--- src/rtl/nibble_serial_subtractor.sv ---
// Nibble-serial wide subtractor sequencer: computes a - b - bin one 4-bit nibble
// per clock through an external 4-bit borrow-lookahead subtractor (bls_* ports).
// Result assembles LSB nibble first; start/busy/done handshake.
//
// Handshake: start is sampled only in IDLE; the accepting edge latches a, b, bin.
// busy is high for the NIBBLES RUN cycles; done pulses for one cycle afterwards,
// and result/bout/zero are valid from that cycle until the next accepted start.
module nibble_serial_subtractor #(
    parameter int NIBBLES = 4
) (
    input  logic                 clk,
    input  logic                 rst_n,
    input  logic                 start,
    input  logic [4*NIBBLES-1:0] a,
    input  logic [4*NIBBLES-1:0] b,
    input  logic                 bin,
    output logic                 busy,
    output logic                 done,
    output logic [4*NIBBLES-1:0] result,
    output logic                 bout,
    output logic                 zero,
    output logic [3:0]           bls_x,
    output logic [3:0]           bls_y,
    output logic                 bls_bin,
    input  logic [3:0]           bls_diff,
    input  logic                 bls_bout,
    output logic [1:0]           state_dbg
);

    localparam int W  = 4 * NIBBLES;
    localparam int CW = (NIBBLES > 1) ? $clog2(NIBBLES) : 1;

    typedef enum logic [1:0] {
        IDLE = 2'd0,
        RUN  = 2'd1,
        DONE = 2'd2
    } state_t;

    state_t          state, state_next;
    logic [CW-1:0]   cnt;
    logic [W-1:0]    a_reg, b_reg;
    logic            borrow;
    logic            last;
    logic [W-1:0]    res_next;

    assign last      = (cnt == CW'(NIBBLES - 1));
    assign busy      = (state == RUN);
    assign state_dbg = state;

    // State register.
    always_ff @(posedge clk or negedge rst_n) begin
        if (!rst_n) state <= IDLE;
        else        state <= state_next;
    end

    // Next-state decode; the counter guards the RUN exit.
    always_comb begin
        state_next = state;
        case (state)
            IDLE:    if (start) state_next = RUN;
            RUN:     if (last)  state_next = DONE;
            DONE:    state_next = IDLE;
            default: state_next = IDLE;
        endcase
    end

    // Drive the downstream subtractor from the latched operands; quiet outside RUN.
    // The borrow register is preloaded with bin, so nibble 0 sees the latched bin.
    always_comb begin
        bls_x   = 4'd0;
        bls_y   = 4'd0;
        bls_bin = 1'b0;
        if (state == RUN) begin
            bls_x   = a_reg[4*int'(cnt) +: 4];
            bls_y   = b_reg[4*int'(cnt) +: 4];
            bls_bin = borrow;
        end
    end

    // Result with the current nibble merged in, used for the zero flag on the last step.
    always_comb begin
        res_next = result;
        res_next[4*int'(cnt) +: 4] = bls_diff;
    end

    // Datapath: operand latch, nibble write-back, borrow chain and completion flags.
    always_ff @(posedge clk or negedge rst_n) begin
        if (!rst_n) begin
            cnt    <= '0;
            a_reg  <= '0;
            b_reg  <= '0;
            borrow <= 1'b0;
            result <= '0;
            done   <= 1'b0;
            bout   <= 1'b0;
            zero   <= 1'b0;
        end else begin
            done <= 1'b0;
            case (state)
                IDLE: begin
                    if (start) begin
                        a_reg  <= a;
                        b_reg  <= b;
                        borrow <= bin;
                        cnt    <= '0;
                    end
                end
                RUN: begin
                    result <= res_next;
                    borrow <= bls_bout;
                    if (last) begin
                        done <= 1'b1;
                        bout <= bls_bout;
                        zero <= (res_next == '0);
                    end else begin
                        cnt <= cnt + CW'(1);
                    end
                end
                default: ;
            endcase
        end
    end

endmodule

--- config.mk ---
export PLATFORM = sky130hd
export DESIGN_NAME = nibble_serial_subtractor
export DESIGN_NICKNAME = d
export VERILOG_FILES = /design/src/rtl/nibble_serial_subtractor.sv
export SDC_FILE = /design/constraint.sdc
export NUM_CORES = 1
export LEC_CHECK = 0
export ABC_AREA = 0
export BUFFER_PORTS_ARGS = -buffer_cell sky130_fd_sc_hd__buf_2
export CORE_MARGIN = 3
export CORE_UTILIZATION = 45
export CTS_CLUSTER_DIAMETER = 100
export CTS_CLUSTER_SIZE = 12
export DETAILED_ROUTE_END_ITERATION = 7
export GPL_TIMING_DRIVEN = 1
export PLACE_DENSITY = 0.7
export SLEW_MARGIN = 10
export SYNTH_ARGS = -nofsm -noshare
export SYNTH_HDL_FRONTEND = slang
export SYNTH_SLANG_ARGS = --single-unit
--- constraint.sdc ---
create_clock -name clk -period 2.5 [get_ports clk]
set_clock_uncertainty 0.1 [all_clocks]
set_input_delay 0.375 -clock clk [delete_from_list [all_inputs] [get_ports clk]]
set_output_delay 0.375 -clock clk [all_outputs]
set_load 0.005 [all_outputs]
==> qor.yml <==
global_route:
  grt_max_degree: 34
  grt_pass1_vias: 1943
  grt_usage_pct: 17.2
  grt-ovfl-total: 0
  grt_pass1_wl_microns: 9660
  antenna_found_initial: 0
place:
  gp_congestion: 0.830
  io_buffers: 71
  dp_cells: 337
  dp_hpwl_microns: 4100
critical_path:
  worstSetupStartpoint: "cnt[0]$_DFFE_PN0P_"
  r2r-start: "cnt[0]$_DFFE_PN0P_"
  critPathMaxFanout: 16
  cp.required_ns: 2.03
  worst_setup_path_end_kind: "output pin"
  path_class: "reg2out"
  arrival_ns: 1.78
  start_kind: "flop"
sta:
  slew_headroom_pct: 61.6
  finalMaxSlewViolations: 0
  rsz0062_at_grt: "false"
  final.period_utilization_pct: 90.3
  setup_tns_ns: 0
  hold_ws_ns: 0.183
  worst_pin_slew_ns: 0.576
  hold_viol: 0
  max_freq_mhz: 443
  finalSetupViolCount: 0
  finalCriticalPeriod_ns: 2.26
detailed_routing:
  ant_nets: 0
  drt_iter0_markers: 93
  viasPerCell: 5.38
  totalWireLength_microns: 5530
  drc_errors: 0
  first_pass_iters: 4
  dr_total_vias: 1861
  post_drt_wl_per_cell_microns: 16.0
pwr:
  combPwrFrac_pct: 46.0
  ir_drop_mv: 0.490
  total_power_mw: 4.07
  swShare_pct: 33.9
  powerDensity_nw_per_um2: 1250
  p_seq_share_pct: 38.8
  p_clk_share_pct: 15.2
  netSwitchingPower_mw: 1.38
  leakagePower_nw: 1.53
  p_int_mw: 2.69
cts:
  cts_made_buffers: 5
  cts.sinks: 56
  cts-root-buf: "clkbuf_8"
  clk_latency_ns: 0.31
  clkTransAtPathRegs_ns: 0.10
  clock_path_buffers: 2
  htree_levels: 2
  cts_tree: "built"
logic_synthesis:
  synth_flop_cell: "dfrtp_1"
  synth_nets: 243
  synth.most_common_cell: "dfrtp_1"
  ys_warn_count: 0
  avgSynthCellArea_sq_um: 13.6
  yosysTopAreaCell: "dfrtp_1"
  yosys.area.top_type_share_pct: 52.5
  synthTopCellsByCount: "dfrtp_1, mux2_2, nand2_1"
  netlist_area_sq_um: 2670
  synthCells: 196
  netlist_top_cells_area: "dfrtp_1, mux2_2, mux4_2, a22o_1, ha_1"
  synthArstFlopShare_pct: 100
  synth.distinct_cells: 45
  synth_edf_count: 0
  synth.ff_latch_count: 56
  yosysSeqAreaShare_pct: 52.5
final_layout:
  final_cells: 346
  areaGrowthSynthToFinish_pct: 21.6
  layout.nets: 320
  diodes: 0
  drive_gt1_share_pct: 49.3
floorplanning:
  die_h_microns: 83.0
  core_sq_um: 5610
  initial_core_util_pct: 47.6
  dieWidth_microns: 83.0
  die_area_sq_um: 6890
  num_rows: 27
  io_pins: 72
flow_run:
  cap_violations: 0
min_path:
  hold_path_class: "in2reg"
  holdCritStartpoint: "a[0]"
outcome:
  outcome: "finished clean"
==> metrics by stage <==
step	util (%)	setup WS, ns	cell area [sq um]
5_1_grt	57.8	0.138	3240
4_1_cts	57.8	0.208	3240
6_report	57.8	0.242	3240
3_5_place_dp	55.5	0.567	3110
3_3_place_gp	55.5	0.584	3110
2_1_floorplan	-	0.419	2670
==> routing by layer <==
metal	up-vias	track usage (%)	part of all wire, %
met4	0	4.90	1.1
met3	6	4.56	5.2
met5	-	0	0
li1	888	-	-
met1	911	22.5	46
met2	56	28.2	48
==> critical path, stage by stage, from the launching register on <==
cell	delay, ns
dfrtp_1	0.37
buf_4	0.28
mux4_2	0.53
and2_1	0.17
buf_2	0.12
==> worst paths after layout <==
check	endpoint	slack, ns	cells past startpoint
max in group asynchronous	result[7]$_DFFE_PN0P_	1.12	3
hold reg to reg	b_reg[9]$_DFFE_PN0P_	0.41	1
setup reg to reg	zero$_DFFE_PN0P_	0.48	6
hold / removal	a_reg[0]$_DFFE_PN0P_	0.18	2
setup / recovery	bls_x[1]	0.24	4
min in group asynchronous	b_reg[7]$_DFFE_PN0P_	0.50	2
==> repair_timing <==
item | 4_1_cts | 5_1_grt
buffers inserted | 0 | 0
hold endpoints to repair | 25 | 0
hold buffers | 1 | 0
resized for setup | 0 | 0
==> cell families (layout without fill, tap and decap cells) <==
family          count (synthesis)  count (layout)  share of synthesized area [%]
compound gates                 34              34                           10.5
fa+ha+maj                       6               6                           2.81
buf+inv                        14              92                           2.72
flops                          56              56                           52.5
mux                            41              41                           20.7
simple gates                   45              45                           10.8
==> area by class of cell <==
cell class	count	area, sq um
clock buffer	6	82.6
clock inverter	2	38.8
fill	492	2360
inverter	7	27.5
multi-input combinational	126	1200
sequential	56	1400
tap	72	90.1
timing repair buffer	77	403
==> power by group through the flow <==
stage / combinational, mW / sequential, mW / clock (mW)
2_1_floorplan: 1.32 / 1.57 / 0
3_3_place_gp: 1.87 / 1.59 / 0
3_5_place_dp: 1.90 / 1.60 / 0
4_1_cts: 1.90 / 1.59 / 0.640
5_1_grt: 2.07 / 1.65 / 0.682
6_report: 1.87 / 1.58 / 0.616
==> cells in the final DEF (no fill, tap or decap), types with 2 or more instances in the layout <==
cell,count
buf_2,71
o21ai_0,7
dfrtp_1,56
nor3_1,2
and3b_1,2
a32o_1,2
buf_4,5
ha_1,6
nor2_1,4
a22o_1,9
clkbuf_8,6
nand2_1,11
a41oi_1,3
mux4_2,8
and2_1,10
mux2_2,33
nor2b_1,3
inv_1,5
Note: power is estimated with default switching activity, not from simulation.
